$ cat src/rtl/cg_sleep_ctrl.sv
// Core clock-gating sleep controller.
// Watches a WFI-style sleep request, waits for the core to be idle for IDLE_CYCLES
// consecutive cycles, then drops the clock-gate enable. Any interrupt or debug request
// brings the clock back, and the block signals completion after WAKE_CYCLES cycles of
// running clock.
// Optional feature: define CG_SLEEP_CTRL_STATS_EN to build the gated-cycle counter on
// sleep_cycles_o; otherwise that port reads 0 and stats_clr_i is ignored.
module cg_sleep_ctrl #(
  parameter int unsigned IDLE_CYCLES = 4,
  parameter int unsigned WAKE_CYCLES = 2
) (
  input  logic        clk_i,
  input  logic        rst_ni,
  input  logic        sleep_req_i,
  input  logic        core_busy_i,
  input  logic        wake_i,
  input  logic        debug_req_i,
  input  logic        stats_clr_i,
  output logic        clk_en_o,
  output logic        sleeping_o,
  output logic        wake_done_o,
  output logic [31:0] sleep_cycles_o
);

  localparam logic [7:0] IdleLast = 8'(IDLE_CYCLES - 1);
  localparam logic [7:0] WakeLast = 8'(WAKE_CYCLES - 1);

  typedef enum logic [1:0] {StRun, StDrain, StSleep, StWake} state_e;

  state_e     state_q;
  logic [7:0] cnt_q;
  logic       clk_en_q;
  logic       wake_done_q;
  logic       wake_pend;

  assign wake_pend = wake_i | debug_req_i;

  // Sleep FSM; clk_en_q is updated on the same edge the state enters/leaves SLEEP so the
  // gate enable is a pure flop output that tracks the state exactly.
  always_ff @(posedge clk_i) begin
    if (!rst_ni) begin
      state_q     <= StRun;
      cnt_q       <= '0;
      clk_en_q    <= 1'b1;
      wake_done_q <= 1'b0;
    end else begin
      wake_done_q <= 1'b0;
      unique case (state_q)
        StRun: begin
          if (sleep_req_i && !wake_pend) begin
            state_q <= StDrain;
            cnt_q   <= '0;
          end
        end
        StDrain: begin
          // Losing the request or a pending wake beats any idle counting.
          if (wake_pend || !sleep_req_i) begin
            state_q <= StRun;
            cnt_q   <= '0;
          end else if (core_busy_i) begin
            cnt_q <= '0;
          end else if (cnt_q == IdleLast) begin
            state_q  <= StSleep;
            cnt_q    <= '0;
            clk_en_q <= 1'b0;
          end else begin
            cnt_q <= cnt_q + 8'd1;
          end
        end
        StSleep: begin
          if (wake_pend) begin
            state_q  <= StWake;
            cnt_q    <= '0;
            clk_en_q <= 1'b1;
          end
        end
        StWake: begin
          // Runs to completion even if the wake source goes away.
          if (cnt_q == WakeLast) begin
            state_q     <= StRun;
            cnt_q       <= '0;
            wake_done_q <= 1'b1;
          end else begin
            cnt_q <= cnt_q + 8'd1;
          end
        end
      endcase
    end
  end

  assign clk_en_o    = clk_en_q;
  assign sleeping_o  = ~clk_en_q;
  assign wake_done_o = wake_done_q;

`ifdef CG_SLEEP_CTRL_STATS_EN
  logic [31:0] sleep_cycles_q;

  // Saturating count of cycles spent gated; clear has priority over the increment.
  always_ff @(posedge clk_i) begin
    if (!rst_ni) begin
      sleep_cycles_q <= '0;
    end else if (stats_clr_i) begin
      sleep_cycles_q <= '0;
    end else if (state_q == StSleep && sleep_cycles_q != 32'hFFFF_FFFF) begin
      sleep_cycles_q <= sleep_cycles_q + 32'd1;
    end
  end

  assign sleep_cycles_o = sleep_cycles_q;
`else
  logic unused_stats_clr;
  assign unused_stats_clr = stats_clr_i;
  assign sleep_cycles_o   = '0;
`endif

endmodule

$ cat config.mk
export PLATFORM = sky130hd
export DESIGN_NAME = cg_sleep_ctrl
export DESIGN_NICKNAME = d
export VERILOG_FILES = /design/src/rtl/cg_sleep_ctrl.sv
export SDC_FILE = /design/constraint.sdc
export NUM_CORES = 1
export LEC_CHECK = 0
export CAP_MARGIN = 30
export CORE_UTILIZATION = 38
export CTS_CLUSTER_DIAMETER = 120
export DETAILED_ROUTE_END_ITERATION = 12
export MAX_ROUTING_LAYER = met4
export PLACE_DENSITY = 0.84
export SETUP_SLACK_MARGIN = 0.5
export SLEW_MARGIN = 10
export SYNTH_ARGS = -nofsm -noshare
export SYNTH_HDL_FRONTEND = slang
export SYNTH_SLANG_ARGS = --single-unit
$ cat constraint.sdc
create_clock -name clk_i -period 1.7 [get_ports clk_i]
set_clock_uncertainty 0.05 [all_clocks]
set_input_delay 0.425 -clock clk_i [delete_from_list [all_inputs] [get_ports clk_i]]
set_output_delay 0.425 -clock clk_i [all_outputs]
set_load 0.005 [all_outputs]
# Word-level counts from Yosys, hierarchy flattened
# Index checks and enable logic that the tools add are counted.
# op_classes
addsub	1
mul	0
div_mod_pow	0
magnitude_cmp	0
eq_ne	13
shift	0
n_mux	20
n_bitwise	2
reduce_logical	10
# op_table
cell	count
8-bit 2-to-1 mux	6
8-bit one-hot mux with 4 select lines	1
2-bit 2-to-1 mux	6
2-bit inequality test (second input constant)	6
5-bit AND reduction	2
8-bit by 1-bit adder with 8-bit output (second input constant)	1
8-bit by 1-bit == test with 1-bit output (second input constant)	1
8-bit by 2-bit == test with 1-bit output (second input constant)	1
2-bit one-hot mux with 4 select lines	1
3-bit inequality test (second input constant)	2
1-bit 2-to-1 mux	5
2-bit == test (second input constant)	2
2-bit AND reduction	2
2-bit by 1-bit == test with 1-bit output (second input constant)	1
1-bit logical NOT	2
2-bit logical NOT	1
1-bit one-hot mux with 2 select lines	1
2-bit nonzero test	1
1-bit logical AND	1
1-bit logical OR	1
1-bit NOT	1
1-bit bitwise OR	1
# totals
register_bits	12
latchBits	0
mem_bits_rw	0
rom_bits	0
in_bits	7
memories	0

# Logic depth before layout (Yosys ltp)
# Gate-level depths: netlist of the first run.
# depth
ltp_word	5
depth_mapped	6

# Worst setup path before layout of the first run
# Ideal clock, no wire load.
# synth_timing
kind	input -> register
start	in debug_req_i
end	reg cnt_q[2]
setup_ns	0.122
arrival_time_ns	1.473
t_required_ns	1.528
path_slack_ns	0.055
path_stages	4
n_path_buf	0
cell_sequence	or4b_1 > and3b_1 > o2bb2a_1 > a31oi_1
# synth_via
elab_chain_cells	5
word_cells_on_any_way	9
classes_between	eq/ne (2); mux (2); bitwise (1); reduce/logical (4)
# synth_lines
element	line_no	source
from (decl)	17	input logic debug_req_i,
1-bit bitwise OR (*)	36	assign wake_pend = wake_i | debug_req_i;
1-bit logical NOT	50	if (sleep_req_i && !wake_pend) begin
1-bit logical AND	50	
2-bit inequality test (no source line)	n/a	
2-bit AND reduction (no source line)	n/a	
to (signal assigned)	67	cnt_q <= cnt_q + 8'd1;
to (signal assigned)	84	cnt_q <= cnt_q + 8'd1;
to (decl)	31	logic [7:0] cnt_q;
# Every way passes the cells marked *; elsewhere a longest branch is shown, timed or not.
# A chain may end at the register's enable or synchronous reset.

# Worst setup path in the final report of the first run
# layout_timing
start	reg cnt_q[1]
end	reg cnt_q[0]
# layout_via
elab_chain_cells	5
word_cells_on_any_way	7
classes_between	eq/ne (2); mux (5)
# layout_lines
element	line_no	source
8-bit by 2-bit == test with 1-bit output	62	end else if (cnt_q == IdleLast) begin
8-bit 2-to-1 mux	62	
8-bit 2-to-1 mux	60	end else if (core_busy_i) begin
8-bit 2-to-1 mux	57	if (wake_pend || !sleep_req_i) begin
8-bit one-hot mux with 4 select lines (*)	48	unique case (state_q)
# Marks and branches as above.

==> run metrics, run 1 <==
status=finished, final reports clean; number of core rows=18; CTS sink cnt=12; RSZ-0062 raised after global routing=true; all-layer global routing usage=18.6%; Syn Std Cell Area=1000 um^2; hold buffer count at cts=0; WP data arrival=1.77 ns; first-pass GRT wire length=3.67 mm; critical path required time=1.87 ns; Design Area, Final=1360 um^2; clk_lat worst skew=0.29 ns; adder-cell share of the synthesized area=2.49%; busiest layer in global routing=met2; Worst IR Drop VDD=0.364 mV; DRC Markers=0; Slew Limit Fails=0; root buffer cell=clkbuf_4; fill cell count=237; ys async rst share=0%; vias in the first global route=811; DP HPWL=1.58 mm; Post-synth EDFFs=0; LEAKAGE=0.536 nW; area growth from synthesis to layout=35.0%; minimum clock period=1.59 ns; share of cells above drive strength 1=47.1%; r2r endpoint=cnt_q[0]; Distinct cells, synth=44; fmax=629 MHz; CP endpoint=cnt_q[0]; Avg WL per Cell=13.6 um; Crit. Startpoint=cnt_q[1]; TritonCTS clock tree=built; Crit Path Max Fanout=5; Tcrit/Tclk final=93.5%; Post-DP Area=1110 um^2; number of port buffers=8; Setup violations, final=0; Die Height=53.4 um; Worst Hold Class=in -> reg; diodes inserted=0; simple-gate share of the synthesized area=26.7%; most area-consuming cells after synthesis=dfxtp_1 (24%), buf_4 (24%), nand3b_1 (4.5%), o21ai_0 (3.0%), nand2_1 (3.0%); Iter 0 DRT Violations=22; TritonCTS Buffers=3; Final nets=163; most common cell in the netlist=buf_4; largest family of logic cells by synthesized area=simple AND/OR/NAND/NOR gates; antenna viol nets, final=0; Overall Power=0.608 mW; Die Area=2850 um^2; Yosys top cell by area=dfxtp_1; Syn Inst Count=123; hold slack=0.428 ns; top cells by count, synth=buf_4 (32), dfxtp_1 (12), nand2_1 (8); overall die width=53.4 um; GPL Wtd Cong=0.948; antenna violations before repair=0; Synth Register Bits=12; post-synthesis mux area share=1.12%; core area=2480 um^2; Post-Route WL=2.50 mm; Power Dens Cells=448 nW/um^2; Seq/Total Area, Yosys=23.9%; vias per cell=5.03; Ports=42; clock-pin slew on the worst setup and hold paths=0.09 ns; DR vias=920; met3 Usage GRT=5.46%; DRT Pass-1 Iters=4; Ys Warns=0; CP max stage delay=0.39 ns; crit-path cells=inv_4 -> ha_4 -> mux2_4 -> and3_4 -> or3_4 -> a21oi_2; endpoints failing hold=0; Crit. path cell count=6; final critical-path setup slack=0.110 ns; worst slack at placement=-0.481 ns; delay-heaviest family, CP=simple AND/OR/NAND/NOR gates; Post-Synth XOR/XNOR Area=0%; average size of a mapped cell=8.17 um^2; top_reg_cell synth=dfxtp_1; met2 GRT Util=31.7%; global route overflow=0; Synth Area in Compound Gates=19.6%; initial core utilization=40.6%; Critical Path Slowest Stage Cell=dfxtp_4; Crit. End Element=register; largest net degree at the start of global routing=11; number of buffers and inverters on the critical path=1; Startpoint Class=register; worst reg2reg setup slack=0.11 ns; Reg2Reg Depth=6; post-synth top area share=23.9%; # H-tree levels=1; met1 usage=20.6%; CTS max path bufs=2; max cap viols=0; critical path class=reg -> reg; R2R Path Start=cnt_q[1]
==> stage by stage <==
stage	cells	setup TNS, ns	utilization [%]
2_1_floorplan	154	0	-
3_3_place_gp	168	-3.92	45.0
3_5_place_dp	168	-4.35	45.0
4_1_cts	178	0	49.3
5_1_grt	183	0	54.7
6_report	183	0	54.7
==> worst min-delay path by stage <==
stage | startpoint | end | slack (ns) | depth (start not counted)
finish | wake_i | clk_en_o | 0.43 | 3
global route | wake_i | clk_en_o | 0.42 | 3
CTS | wake_i | clk_en_o | 0.43 | 3
detailed placement | cnt_q[0] | cnt_q[0] | 0.45 | 2
global placement | cnt_q[0] | cnt_q[0] | 0.45 | 2
floorplan | cnt_q[0] | cnt_q[0] | 0.42 | 2
==> final cells by class <==
type / instances / area [um^2] / share of cell area (%)
flip-flops and latches: 12 / 264 / 19.5
well taps: 30 / 37.5 / 2.77
repair buffers: 29 / 226 / 16.7
inverters: 3 / 17.5 / 1.29
multi-input cells: 105 / 774 / 57.1
clock buffers: 4 / 36.3 / 2.68
==> tightest hold or removal path, delay by kind of cell <==
family / cells / cell delay (ns)
simple gates: 1 / 0.08
compound gates: 1 / 0.09
buf+inv: 1 / 0.14
==> kinds of logic after synthesis <==
family / after synthesis
adder cells (fa/ha/maj): 2
flip-flops: 12
other: 1
AND/OR/NAND/NOR: 42
AO/OA/AOI/OAI: 28
buffers and inverters: 37
multiplexers: 1
==> timing repair <==
action,in CTS,in global routing
gates resized for setup,36,31
hold endpoints to repair,0,0
endpoints found under the setup margin,15,15
buffers inserted,6,5
cloned,0,0
pin swaps,12,24
==> per-layer routing <==
metal	wire, um	share of wire (%)
met1	958	38
met3	141	5.6
met5	0	0
met4	33	1.3
met2	1360	55
==> where the power goes <==
group / internal, mW / switching [mW]
combinational: 0.0344 / 0.0521
clock: 0.130 / 0.111
sequential: 0.275 / 0.00474
total: 0.440 / 0.168
==> registers in the layout, indices dropped and copies added, names as in the netlist, named ones only <==
| name | count |
|---|---|
| cnt_q | 8 |
| state_q | 1 |
| clk_en_o | 1 |
| wake_done_o | 1 |
==> cell usage in the layout, fill, tap and decap left out, drive strengths merged, types with 2 or more instances in the layout <==
cell	Yosys	layout
nand4	4	4
nand3	5	5
a21oi	5	5
nor2	4	4
ha	2	2
a41oi	2	2
a311oi	3	3
buf	33	26
and3	2	2
o21ai	6	6
dfxtp	12	12
conb	1	32
or3	2	2
a211o	2	2
clkbuf	1	6
nand2	8	8
o21a	2	2
inv	2	2
nand3b	6	6
nor2b	2	2
No activity file was read; power rests on OpenSTA's default activity.
==> run 2, diff against run 1 <==
--- a/config.mk
+++ b/config.mk
@@ -6,6 +6,7 @@
 export NUM_CORES = 1
 export LEC_CHECK = 0
 export CAP_MARGIN = 30
+export CORE_ASPECT_RATIO = 0.75
 export CORE_UTILIZATION = 38
 export CTS_CLUSTER_DIAMETER = 120
 export DETAILED_ROUTE_END_ITERATION = 12
==> run 2 against run 1 <==
Effect of this change: clock-buffer cell count unchanged; utilization increased by 3.9 points; sequential power about the same; global-route usage increased by 1.6 points; sequential share of layout area decreased by 0.90 points; worst setup slack got worse by 0.043 ns; combinational power increased by 15%; sequential cell count unchanged; largest power group unchanged.
==> run metrics, run 2 (same netlist as run 1, synthesis figures left out) <==
hold slack=0.457 ns; placed cell count=172; number of core rows=15; busiest layer in global routing=met2; Reg2Reg Depth=6; most frequent cells in the layout=conb_1 (32), buf_4 (24), nand2_1 (8); DRC Markers=0; Avg WL per Cell=14.7 um; vias in the first global route=900; Post-Route WL=2.83 mm; DRT Pass-1 Iters=4; largest net degree at the start of global routing=11; Startpoint Class=register; root buffer cell=clkbuf_4; r2r endpoint=cnt_q[0]; Final nets=169; max cap viols=0; fmax=612 MHz; WP data arrival=1.79 ns; Hold Path Stages=3; status=finished, final reports clean; number of port buffers=8; Tcrit/Tclk final=96.1%; core area=2400 um^2; Die Height=46.5 um; share of cells above drive strength 1=45.9%; worst reg2reg setup slack=0.07 ns; # H-tree levels=1; CTS sink cnt=12; Die Area=2860 um^2; number of buffers and inverters on the critical path=1; R2R Path Start=cnt_q[1]; antenna violations before repair=0; met3 Usage GRT=6.46%; clock-pin slew on the worst setup and hold paths=0.08 ns; final critical-path setup slack=0.0668 ns; clk_lat worst skew=0.28 ns; initial core utilization=41.8%; TritonCTS Buffers=3; TritonCTS clock tree=built; vias per cell=5.06; LEAKAGE=0.559 nW; met2 GRT Util=35.2%; Biggest register=cnt_q; utilization after layout=58.6%; first-pass GRT wire length=4.04 mm; overall die width=61.4 um; RSZ-0062 raised after global routing=true; Crit Path Max Fanout=5; GPL Wtd Cong=0.815; DR vias=976; setup tns final=0 ns; Worst Hold Class=in -> reg; global route overflow=0; antenna viol nets, final=0; all-layer global routing usage=20.3%; met1 usage=22.4%; Iter 0 DRT Violations=30; final cell count without fillers=193; Worst IR Drop VDD=0.370 mV; diodes inserted=0; Crit. End Element=register; Critical Path Slowest Stage Cell=dfxtp_4; Power Dens Cells=438 nW/um^2; DP HPWL=1.81 mm; Ports=42; CTS max path bufs=2; endpoints failing hold=0; Slew Limit Fails=0; CP max stage delay=0.40 ns; critical path required time=1.86 ns; worst slack at placement=-0.517 ns; critical path class=reg -> reg; Hold Startpoint=wake_i; Largest register FFs=8; area growth from synthesis to layout=40.2%; leading cell type in the layout, fill and taps excluded=conb_1; minimum clock period=1.63 ns; Hold EP=clk_en_o; Setup violations, final=0; crit-path cells=inv_4 -> ha_4 -> mux2_4 -> and3_4 -> or3_1 -> a21oi_1; delay-heaviest family, CP=simple AND/OR/NAND/NOR gates
==> run 2: cell types whose count changed in the layout (fill, tap and decap cells not counted), moves of 2 or more <==
cell / delta
clkbuf_2: -2
buf_4: +6
o21ai_2: -3
or3_4: -2
o21ai_1: +3
buf_8: +2
==> run 2: cell type report <==
class	count	area, um^2
multi-input combinational	105	757
tap	34	42.5
clock buffer	4	36.3
sequential	12	262
fill	223	993
inverter	3	13.8
timing repair buffer	35	298
==> run 2: power breakdown <==
| part | internal (mW) | total (mW) | switching (mW) |
|---|---|---|---|
| logic | 0.0431 | 0.0995 | 0.0563 |
| clock network | 0.130 | 0.236 | 0.105 |
| registers | 0.276 | 0.281 | 0.00504 |
| total | 0.450 | 0.617 | 0.167 |
==> run 2: tightest hold or removal path, delay by kind of cell <==
family,cells,cell delay (ns)
compound gates,1,0.09
buf+inv,1,0.13
simple gates,1,0.10
==> run 2: timing repair <==
action	CTS	global route
setup buffers	13	4
hold buffers	0	0
cloned	0	0
endpoints found under the setup margin	15	14
pin swaps	20	11
gates resized for setup	60	12
==> run 2: per-layer routing <==
layer,vias up,part of all wire [%]
met5,-,0
met4,0,1.6
met3,6,5.2
met2,45,55
met1,472,39
li1,453,-
==> run 2: through the flow <==
stage	area, um^2	total power [mW]
2_1_floorplan	1170	0.384
3_3_place_gp	1120	0.367
3_5_place_dp	1120	0.371
4_1_cts	1330	0.608
5_1_grt	1410	0.648
6_report	1410	0.617
==> run 2: how the worst max path moves through the flow <==
stage	start	endpoint	slack, ns	depth (start not counted)
4_1_cts	cnt_q[1]	cnt_q[0]	0.11	6
2_1_floorplan	wake_i	cnt_q[2]	0.12	4
3_3_place_gp	wake_i	cnt_q[2]	-0.44	5
5_1_grt	cnt_q[1]	cnt_q[0]	0.05	6
6_report	cnt_q[1]	cnt_q[0]	0.07	6
3_5_place_dp	wake_i	cnt_q[2]	-0.52	5
